**config.mk**
```make
export PLATFORM = sky130hd
export DESIGN_NAME = regfile_writeback
export DESIGN_NICKNAME = d
export VERILOG_FILES = /design/src/rtl/regfile_pkg.sv /design/src/rtl/wb_fifo.sv /design/src/rtl/regfile_writeback.sv
export SDC_FILE = /design/constraint.sdc
export NUM_CORES = 1
export LEC_CHECK = 0
export ABC_AREA = 1
export CAP_MARGIN = 20
export CORE_ASPECT_RATIO = 2
export CORE_UTILIZATION = 60
export CTS_CLUSTER_SIZE = 20
export DETAILED_ROUTE_END_ITERATION = 7
export DONT_BUFFER_PORTS = 1
export PLACE_DENSITY = 0.72
export SKIP_CTS_REPAIR_TIMING = 1
export SLEW_MARGIN = 25
export SYNTH_ARGS = -nofsm -noshare
export SYNTH_HDL_FRONTEND = slang
export SYNTH_SLANG_ARGS = --single-unit
```
**constraint.sdc**
```tcl
create_clock -name clock -period 4.3 [get_ports clock]
set_input_delay 0.43 -clock clock [delete_from_list [all_inputs] [get_ports clock]]
set_output_delay 0.43 -clock clock [all_outputs]
set_load 0.02 [all_outputs]
```
**src/rtl/regfile_pkg.sv**
```systemverilog
// Shared widths, register-file constants and the writeback entry type.
package regfile_pkg;
    localparam int REG_W    = 5;
    localparam int DATA_W   = 32;
    localparam int NUM_REGS = 32;
    localparam logic [REG_W-1:0] ZERO_REG = '0;

    typedef struct packed {
        logic [REG_W-1:0]  reg_idx;
        logic [DATA_W-1:0] data;
    } wb_entry_t;
endpackage

```
**src/rtl/wb_fifo.sv**
```systemverilog
// In-order FIFO of writeback entries; pointers wrap modulo DEPTH.
// Latency: an entry pushed at edge N can be popped at edge N+1.
// Backpressure: push ignored when full, pop ignored when empty.
module wb_fifo import regfile_pkg::*; #(
    parameter int DEPTH = 2
) (
    input  logic                       clock,
    input  logic                       reset_n,
    input  logic                       push,
    input  wb_entry_t                  push_entry,
    input  logic                       pop,
    output wb_entry_t                  head,
    output logic [$clog2(DEPTH+1)-1:0] count,
    output logic                       full,
    output logic                       empty
);
    localparam int PTR_W = (DEPTH > 1) ? $clog2(DEPTH) : 1;
    localparam int CNT_W = $clog2(DEPTH+1);

    wb_entry_t        mem [DEPTH];
    logic [PTR_W-1:0] wr_ptr;
    logic [PTR_W-1:0] rd_ptr;
    logic             do_push;
    logic             do_pop;

    function automatic logic [PTR_W-1:0] bump(input logic [PTR_W-1:0] p);
        return (p == PTR_W'(DEPTH-1)) ? '0 : p + 1'b1;
    endfunction

    assign full    = (count == CNT_W'(DEPTH));
    assign empty   = (count == '0);
    assign do_push = push & ~full;
    assign do_pop  = pop & ~empty;
    assign head    = mem[rd_ptr];

    always_ff @(posedge clock) begin
        if (do_push) begin
            mem[wr_ptr] <= push_entry;
        end
    end

    always_ff @(posedge clock) begin
        if (!reset_n) begin
            wr_ptr <= '0;
            rd_ptr <= '0;
            count  <= '0;
        end else begin
            if (do_push) begin
                wr_ptr <= bump(wr_ptr);
            end
            if (do_pop) begin
                rd_ptr <= bump(rd_ptr);
            end
            if (do_push && !do_pop) begin
                count <= count + 1'b1;
            end else if (!do_push && do_pop) begin
                count <= count - 1'b1;
            end
        end
    end
endmodule

```
**src/rtl/regfile_writeback.sv**
```systemverilog
// Sole driver of the register-file write port: merges pipeline and multdiv results, drops r0.
// Latency: pipeline result written one edge after acceptance; multdiv result at least two.
// Backpressure: wb_ready/md_ready drop only while the multdiv FIFO is full.
module regfile_writeback #(
    parameter int DEPTH  = 2,
    parameter int REG_W  = regfile_pkg::REG_W,
    parameter int DATA_W = regfile_pkg::DATA_W
) (
    input  logic              clock,
    input  logic              ctrl_reset_n,
    input  logic              wb_valid,
    output logic              wb_ready,
    input  logic [REG_W-1:0]  wb_reg,
    input  logic [DATA_W-1:0] wb_data,
    input  logic              md_valid,
    output logic              md_ready,
    input  logic [REG_W-1:0]  md_reg,
    input  logic [DATA_W-1:0] md_data,
    input  logic              md_issue,
    input  logic [REG_W-1:0]  md_issue_reg,
    output logic [31:0]       pending,
    output logic              ctrl_writeEnable,
    output logic [REG_W-1:0]  ctrl_writeReg,
    output logic [DATA_W-1:0] data_writeReg
);
    import regfile_pkg::*;

    localparam int CNT_W = $clog2(DEPTH+1);

    wb_entry_t          wb_in;
    wb_entry_t          md_in;
    wb_entry_t          head;
    wb_entry_t          win;
    logic [CNT_W-1:0]   fifo_count;
    logic               full;
    logic               empty;
    logic               pop;
    logic               push;
    logic               win_vld;
    logic               do_write;
    logic [NUM_REGS-1:0] pending_q;
    logic [NUM_REGS-1:0] pending_nxt;

    assign wb_in    = '{reg_idx: wb_reg, data: wb_data};
    assign md_in    = '{reg_idx: md_reg, data: md_data};
    assign md_ready = ~full;
    assign wb_ready = ~full;
    assign push     = md_valid & ~full;
    assign pending  = pending_q;

    wb_fifo #(.DEPTH(DEPTH)) u_fifo (
        .clock      (clock),
        .reset_n    (ctrl_reset_n),
        .push       (push),
        .push_entry (md_in),
        .pop        (pop),
        .head       (head),
        .count      (fifo_count),
        .full       (full),
        .empty      (empty)
    );

    // A full FIFO preempts the pipeline so it always drains.
    always_comb begin
        pop     = 1'b0;
        win_vld = 1'b0;
        win     = wb_in;
        if (full) begin
            pop     = 1'b1;
            win_vld = 1'b1;
            win     = head;
        end else if (wb_valid) begin
            win_vld = 1'b1;
        end else if (!empty) begin
            pop     = 1'b1;
            win_vld = 1'b1;
            win     = head;
        end
    end

    assign do_write = win_vld && (win.reg_idx != ZERO_REG);

    // Clear before set so an issue landing on the popped register stays pending.
    always_comb begin
        pending_nxt = pending_q;
        if (pop) begin
            pending_nxt[head.reg_idx] = 1'b0;
        end
        if (md_issue && (md_issue_reg != ZERO_REG)) begin
            pending_nxt[md_issue_reg] = 1'b1;
        end
        pending_nxt[0] = 1'b0;
    end

    always_ff @(posedge clock) begin
        if (!ctrl_reset_n) begin
            ctrl_writeEnable <= 1'b0;
            ctrl_writeReg    <= '0;
            data_writeReg    <= '0;
            pending_q        <= '0;
        end else begin
            ctrl_writeEnable <= do_write;
            if (do_write) begin
                ctrl_writeReg <= win.reg_idx;
                data_writeReg <= win.data;
            end
            pending_q <= pending_nxt;
        end
    end

    logic unused_count;
    assign unused_count = ^fifo_count;
endmodule
```
Yosys cells after proc, flatten, opt, wreduce, memory -nomap -nowiden

Memory sizes are Yosys's and may differ from the RTL's. A register that Yosys moved wholly into a read port is not among the register bits.
Index checks and enable logic that the tools add are counted.

$add $sub $neg: 4
Bitwise gates (word level): 8
$lt $le $gt $ge: 4
Reductions and logical operators: 12
Equality and inequality tests: 1
Muxes and demuxes: 22

Operators with widths:

| operator                                                           | number |
|---|---|
| 2-to-1 mux 37 bit                                                  | 3 |
| 2-to-1 mux 32 bit                                                  | 2 |
| bitwise AND 32 bit                                                 | 1 |
| NOT 32 bit                                                         | 1 |
| OR 32 bit                                                          | 1 |
| 2-to-1 mux 1 bit                                                   | 13 |
| < comparator 5 x 6 -> 1 bit (second input constant)                | 2 |
| demux 1 bit (select 5 bit)                                         | 2 |
| greater-or-equal comparator 5 x 1 -> 1 bit (second input constant) | 2 |
| nonzero test 5 bit                                                 | 2 |
| logical AND 1 bit                                                  | 6 |
| 2-to-1 mux 2 bit                                                   | 2 |
| bitwise AND 1 bit                                                  | 3 |
| adder 1 bit (second input constant)                                | 2 |
| adder 2 x 1 -> 2 bit (second input constant)                       | 1 |
| equality test 2 bit (second input constant)                        | 1 |
| logical NOT 1 bit                                                  | 2 |
| logical NOT 2 bit                                                  | 1 |
| NOT 1 bit                                                          | 2 |
| nonzero test 2 bit                                                 | 1 |
| subtractor 2 x 1 -> 2 bit (second input constant)                  | 1 |

RAM bits: 74
Output and inout port bits: 72
Word-level logic and storage cells: 60
Bits in registers: 74
Memories: 1

Memory list:

| name       | words | width | read ports | clocked after memory_dff | write ports | RTL line      | source |
|---|---|---|---|---|---|---|---|
| u_fifo.mem | 2     | 37    | 1          | 1                        | 1           | wb_fifo.sv:20 | `wb_entry_t mem [DEPTH];` |

Logic depth before layout (Yosys ltp)

Gate-level depths: netlist of run 1.

Depth after elaboration: 9
Mapped depth: 14
Gate-level depth less buffers: 10

Cells and area by module

From an unflattened synthesis of run 1, not the netlist that was laid out.

Cells, all modules: 723
Area total of the unflattened synthesis: 6563.8 µm²

Modules (own cells, without submodules):

| module            | seq. area each (µm²) | cells an instance | times used | area an instance (µm²) |
|---|---|---|---|---|
| regfile_writeback | 1381.3               | 570               | 1          | 3495.9 |
| wb_fifo           | 2322.2               | 153               | 1          | 3067.9 |

Least setup slack after synthesis of run 1

OpenSTA, ideal clock, no wires.

Path kind: reg-to-reg
From: reg u_fifo.count[0]
To: mem u_fifo.mem[1][0] (netlist name), enable pin
Stages on the path, launching flop included: 5
Slack: 1.669 ns
Period minus slack after synthesis: 2.631 ns
Data arrival time: 2.199 ns
Data required time: 3.867 ns
Buffers on the path: 0
Path through: dfxtp_1 > inv_2 > nand2_4 > nand2_1 > nor2_1

Cells in the longest elaborated chain, start to end: 6

RTL lines:

| element                                  | RTL line                | source |
|---|---|---|
| from (decl)                              | wb_fifo.sv:13           | `output logic [$clog2(DEPTH+1)-1:0] count,` |
| from (signal assigned)                   | wb_fifo.sv:55           | `count <= count + 1'b1;` |
| from (signal assigned)                   | wb_fifo.sv:57           | `count <= count - 1'b1;` |
| equality test 2 bit *                    | wb_fifo.sv:30           | `assign full = (count == CNT_W'(DEPTH));` |
| NOT 1 bit *                              | --                      |  |
| net md_ready                             | regfile_writeback.sv:16 | `output logic md_ready,` |
| bitwise AND 1 bit                        | regfile_writeback.sv:48 | `assign push = md_valid & ~full;` |
| bitwise AND 1 bit *                      | wb_fifo.sv:32           | `assign do_push = push & ~full;` |
| 2-to-1 mux 1 bit *                       | wb_fifo.sv:37           | `if (do_push) begin` |
| 2-to-1 mux 1 bit (not written as such) * | wb_fifo.sv:38           | `mem[wr_ptr] <= push_entry;` |
| to (decl)                                | wb_fifo.sv:20           |  |

Mark *: on every way through the listed nets, which the timed path passes. The rest lies on a longest branch.

Worst setup path after layout of run 1

From: reg u_fifo.count[0]
To: reg data_writeReg[4]

Cells in the longest elaborated chain, start to end: 6
Elaborated cells between the ends (all ways): 10
Classes of those cells: eq/ne (1); mux (6); reduce/logical (3)

RTL lines:

| element              | RTL line                 | source |
|---|---|---|
| logical NOT 2 bit    | wb_fifo.sv:31            | `assign empty = (count == '0);` |
| 2-to-1 mux 37 bit    | regfile_writeback.sv:74  | `end else if (!empty) begin` |
| 2-to-1 mux 37 bit    | regfile_writeback.sv:72  | `end else if (wb_valid) begin` |
| 2-to-1 mux 37 bit    | regfile_writeback.sv:68  | `if (full) begin` |
| nonzero test 5 bit   | regfile_writeback.sv:81  | `assign do_write = win_vld && (win.reg_idx != ZERO_REG);` |
| logical AND 1 bit    | regfile_writeback.sv:81  |  |
| to (signal assigned) | regfile_writeback.sv:105 | `data_writeReg <= win.data;` |
| to (decl)            | regfile_writeback.sv:24  | `output logic [DATA_W-1:0] data_writeReg` |

Parallel ways exist; a longest one is shown, timed or not.
A chain may end at the register's enable or synchronous reset.

==> summary.md, run 1 <==
| Metric | Value |
|---|---|
| Status | finished clean |
| P per Cell Area | 717 mW/mm^2 |
| Filler Cell Count | just under 800 |
| Top cells by area, synth | edfxtp_1 (37%), dfxtp_1 (25%), nor2_1 (6.6%) |
| Synth Flop Type | edfxtp_1 |
| Max Clock Freq | 369 MHz |
| Worst-path cell chain | inv_2 > nand2_4 > nand2_2 > nand2_1 > nand2_1 > nor2_1 > nand3_4 > buf_4 > a21oi_1 > nor2_1 |
| Post-synth top area cell | edfxtp_1 |
| RSZ-0062 raised after global routing | no |
| DIE AREA | 0.0104 mm^2 |
| Share of cells above drive strength 1 | 0.0793 |
| Yosys warns | 0 |
| Clk Latency, worst-skew pair | slightly above 400 ps |
| Root Driver | clkbuf_16 |
| Count of final max-slew check failures | 0 |
| Delay-heaviest family, CP | simple AND/OR/NAND/NOR gates |
| CTS sink cnt | 148 |
| Post-synthesis cell type count | 23 |
| Count leader, synth | nor2_1 |
| Syn nets | between 700 and 800 |
| Max incr delay on CP | ~510 ps |
| Setup_tns | 0 ps |
| Core Box Area | a little under 0.01 mm^2 |
| Part of the cycle the worst path needs | 0.631 |
| Post-synthesis instance total | 656 |
| Routed wire length | approximately 15 mm |
| EDFF count, synth | 74 |
| Dpl ws | 1200 ps |
| DIE HEIGHT | ~140 um |
| Worst Setup End Kind | register |
| Max_cap viols | 0 |
| Crit path time final | about 2700 ps |
| Measured slew at the worst slew-check pin | just under 800 ps |
| Crit start category | register |
| Wire length per cell | 18.6 um |
| Asr flop ratio synth | 0 |
| Sequential fraction of the synthesis area | 0.618 |
| Syn avg cell area | just over 9 um^2 |
| Maximum VDD drop | roughly 0.47 mV |
| Post-layout util | 0.692 |
| Leak pwr | roughly 2.6 nW |
| PnR worst setup slack | 1590 ps |
| Synth top cells by count | nor2_1 (106), nand2_1 (101), o21ai_0 (75) |
| Critical setup path kind | reg -> reg |
| Final hold vios | 0 |
| Worst clock skew | roughly 10 ps |
| Yosys reg bits | around 150 |
| Remaining DRCs | 0 |
| DRT iter0 DRCs | slightly below 300 |
| Gr usage total | 0.298 |
| WP buf/inv | 2 |
| CTS tree | done |
| Vias post-DR | 4690 |
| Total gr overflow | 0 |
| Hpwl dp | about 10 mm |
| Vias in the first global route | 4738 |
| NumNets Final | around 730 |
| Synth top area share | 0.371 |
| TritonRoute pass-1 iters | 7 |
| Initial antenna violation count | 0 |
| Cell area after synthesis | ~0.006 mm^2 |
| Worst Hold Class | in -> reg |
| Die X | ~73 um |
| Final Wtd Congestion | about 0.86 |
| Global-route wire length before repair | roughly 23 mm |
| WP data required | 4600 ps |
| Clk buf depth | 2 |
| Starting Density | 0.618 |
| Crit-path slowest cell | nand3_4 |
| Row cnt | roughly 50 |
| CTS buffer count | 17 |
| Clk slew on worst S/H paths | roughly 60 ps |
| Io pins | 156 |
| Vias/cell | approximately 5.9 |
| # H-tree levels | 4 |
| Synth-to-layout area growth | 12.1% |
| Port Buffers | 0 |
| Largest net degree at the start of global routing | 71 |
| Setup Viol. Count Final | 0 |
| Slew HR | 0.486 |
| CP Max Fanout | between 50 and 60 |
| Final ANT Viol Nets | 0 |
| Worst EP arrival | 3010 ps |
## report_power, final
part | total (mW) | internal, mW | switching [mW]
Combinational | 1.12 | 0.336 | 0.785
Sequential | 2.11 | 1.77 | 0.345
Clock | 1.58 | 1.03 | 0.551
Total | 4.81 | 3.13 | 1.68
## cell type report
class	count	area [um^2]	share of cell area
inverter	25	93.8	0.0140
sequential	148	3700	0.552
multi-input combinational	444	2030	0.302
clock buffer	18	429	0.0639
tap	132	165	0.0246
timing repair buffer	8	85.1	0.0127
clock inverter	13	205	0.0306
antenna	1	2.50	0.000373
## flip-flops by register name, summed over array words and instances (netlist names), named ones only
| register | cells |
|---|---|
| ctrl_writeReg | 5 |
| pending | 31 |
| data_writeReg | 32 |
| ctrl_writeEnable | 1 |
| u_fifo.wr_ptr | 1 |
| u_fifo.mem | 74 |
| u_fifo.rd_ptr | 1 |
| u_fifo.count | 2 |
## logic make-up after synthesis
| logic type | synth area share |
|---|---|
| and+or+nand+nor | 0.181 |
| AOI/OAI and AO/OA | 0.149 |
| DFF | 0.618 |
| buffers and inverters | 0.0489 |
| adders and majority gates | 0.00209 |
| other | 0.000626 |
## cell usage in the layout, fill, tap and decap left out, types with 6 or more instances in the layout
master	synthesis	final
nor2_1	106	104
nand2_1	101	100
o21ai_0	75	75
dfxtp_1	74	74
edfxtp_1	74	74
a21oi_1	73	73
nand3_1	47	45
o21ai_1	26	26
inv_1	21	21
clkbuf_16	0	17
buf_4	7	6
## final timing paths
path / depth (start not counted) / slack, ps / start / end
max: 10 / 1590 / u_fifo.count[0] / data_writeReg[4]
min: 0 / 110 / md_data[8] / u_fifo.mem[0][8]
max reg2reg: 10 / 1590 / u_fifo.count[0] / data_writeReg[4]
min reg2reg: 1 / 470 / u_fifo.rd_ptr / u_fifo.rd_ptr
## through the flow
| step | instances | area, um^2 | power (mW) | hold slack, ps |
|---|---|---|---|---|
| floorplan | 656 | 5990 | 2.96 | 426 |
| global placement | 755 | 6030 | 3.18 | 438 |
| detailed placement | 757 | 6070 | 3.24 | 467 |
| CTS | 788 | 6700 | 4.82 | 98.1 |
| global route | 788 | 6710 | 5.07 | 88.5 |
| finish | 789 | 6710 | 4.81 | 108 |
## worst register-to-register path: cells and delay by family, from the launching register on
family	cells	cell delay [ps]
compound gates	1	140
flops	1	350
buf+inv	2	500
simple gates	7	1610
## metal layers
metal | vias up | global-route usage | part of all wire
met5 | - | 0 | 0
met4 | 0 | 0.204 | 0.056
met3 | 56 | 0.0954 | 0.078
met2 | 237 | 0.523 | 0.54
met1 | 2176 | 0.286 | 0.33
li1 | 2221 | - | -
No activity file was read; power rests on OpenSTA's default activity.
==> run 2, diff against run 1 <==
==> constraint.sdc (replaced) <==
create_clock -name clock -period 2.5 [get_ports clock]
set_input_delay 0.25 -clock clock [delete_from_list [all_inputs] [get_ports clock]]
set_output_delay 0.25 -clock clock [all_outputs]
set_load 0.02 [all_outputs]
==> run 2 against run 1 <==
Compared with the run above:
- core utilization is 3.1 points higher
- sequential cell count stayed put
- worst setup slack worse by 950 ps
- fmax is 46% higher
- count of clock-buffer cells in the layout is 6 higher
- via count is 1.4% higher
- clock power is 49% higher
- sequential share of layout area is 2.4 points lower
- first-iteration DRC count is 6.2% lower
- clock skew is 1.1 ps higher
- critical path type unchanged
- critical endpoint is now u_fifo.count[1]
- largest power group unchanged
- highest routed layer unchanged
==> summary.md, run 2 (same netlist as run 1, synthesis figures left out) <==
| Metric | Value |
|---|---|
| Status | finished clean |
| Worst Hold Class | in -> reg |
| Top reg by flops | u_fifo.mem |
| Final Wtd Congestion | between 0.8 and 0.9 |
| Core Box Area | just under 0.01 mm^2 |
| Io pins | approximately 160 |
| Total gr overflow | 0 |
| Final hold vios | 0 |
| RSZ-0062 raised after global routing | no |
| Max_cap viols | 0 |
| WP data required | roughly 2800 ps |
| Max FFs per register | 74 |
| R2r setup slk | ~640 ps |
| P per Cell Area | 1130 mW/mm^2 |
| Final Cell Area | about 0.0070 mm^2 |
| CTS tree | done |
| Share of cells above drive strength 1 | 0.0775 |
| Clk Latency, worst-skew pair | around 420 ps |
| # H-tree levels | 4 |
| Setup_tns | 0 ps |
| DIE HEIGHT | about 140 um |
| TritonRoute pass-1 iters | 6 |
| NumNets Final | about 770 |
| Max Clock Freq | approximately 540 MHz |
| Vias post-DR | about 4800 |
| Gr usage total | 0.278 |
| CP Max Fanout | 8 |
| Cell Area, Placed | between 0.006 and 0.007 mm^2 |
| Worst clock skew | ~11 ps |
| Maximum VDD drop | 0.774 mV |
| Hpwl dp | roughly 9.6 mm |
| Vias in the first global route | about 4400 |
| Commonest non-fill, non-tap cell in the layout | nor2_1 |
| Leak pwr | ~2.7 nW |
| Port Buffers | 0 |
| Slew HR | 0.416 |
| DIE AREA | 0.0104 mm^2 |
| Row cnt | 51 |
| CTS buffer count | 17 |
| DRT iter0 DRCs | between 200 and 300 |
| Crit start category | register |
| Clk slew on worst S/H paths | around 60 ps |
| CTS sink cnt | 148 |
| Die X | around 73 um |
| Global-route wire length before repair | between 20 and 25 mm |
| Count of final max-slew check failures | 0 |
| Setup Viol. Count Final | 0 |
| Wire length per cell | 17.4 um |
| Crit path time final | about 1900 ps |
| Clk buf depth | 2 |
| Starting Density | 0.618 |
| Commonest non-fill, non-tap cells in the layout | nor2_1 (104), nand2_1 (100), o21ai_0 (75), dfxtp_1 (74), edfxtp_1 (74) |
| Routed wire length | approximately 14 mm |
| Measured slew at the worst slew-check pin | slightly below 900 ps |
| Synth-to-layout area growth | 17.2% |
| Vias/cell | between 5 and 6 |
| Root Driver | clkbuf_16 |
| Worst Setup End Kind | register |
| Largest net degree at the start of global routing | 42 |
| Initial antenna violation count | 1 |
| Critical setup path kind | reg -> reg |
| Final ANT Viol Nets | 0 |
| Remaining DRCs | 0 |
| Part of the cycle the worst path needs | 0.743 |
| Worst EP arrival | between 2000 and 2500 ps |
run 2: cell types whose count changed in the layout (fill, tap and decap cells not counted), moves of 2 or more:
cell           change
dlygate4sd3_1     +37
bufinv_16          -5
buf_4              +4
clkbuf_1           +3
clkbuf_16          +3
clkinv_2           +3
clkinvlp_4         -2
diode_2            +2
inv_4              +2
inv_6              -2
run 2: worst paths after layout:
path,from,to,depth (start not counted)
worst max register to register,u_fifo.count[0],u_fifo.count[1],9
worst min register to register,u_fifo.rd_ptr,register,1
worst min-delay path,ctrl_reset_n,register,2
worst max-delay path,u_fifo.count[0],u_fifo.count[1],9
run 2: where the power goes:
group	internal, mW	switching [mW]	total (mW)
combinational	0.612	1.33	1.94
clock	1.44	0.922	2.36
sequential	3.04	0.606	3.65
run 2: metal layers:
metal  track usage  vias up  part of all wire
li1              -     2312                 -
met5             0        -                 0
met2         0.495      203              0.56
met1         0.239     2202              0.32
met3         0.112       41             0.079
met4         0.207        0             0.042
run 2: through the flow:
stage	hold WS [ps]	cells	setup slack (ps)	power (mW)	utilization
floorplan	349	656	476	5.09	-
global placement	349	759	804	5.47	0.625
detailed placement	349	759	675	5.55	0.625
CTS	-91.5	791	658	7.90	0.683
global route	31.0	830	526	8.41	0.723
finish	36.9	832	643	7.95	0.724
run 2: layout make-up:
class / instances / area [um^2]
Sequential cell: 148 / 3700
Fill cell: 741 / 2680
Multi-Input combinational cell: 444 / 2020
Clock buffer: 24 / 515
Timing Repair Buffer: 48 / 465
Tap cell: 132 / 165
Inverter: 25 / 93.8
Clock inverter: 8 / 46.3
Antenna cell: 3 / 7.51
run 2: worst max-delay path, stage by stage, from the launching register on:
cell     delay, ps
dfxtp_1        320
inv_2          120
nand2_4        150
nand2_1        230
inv_1          100
ha_1           310
a21oi_1        140
o21ai_0        140
o21ai_0        170
a21oi_1         50
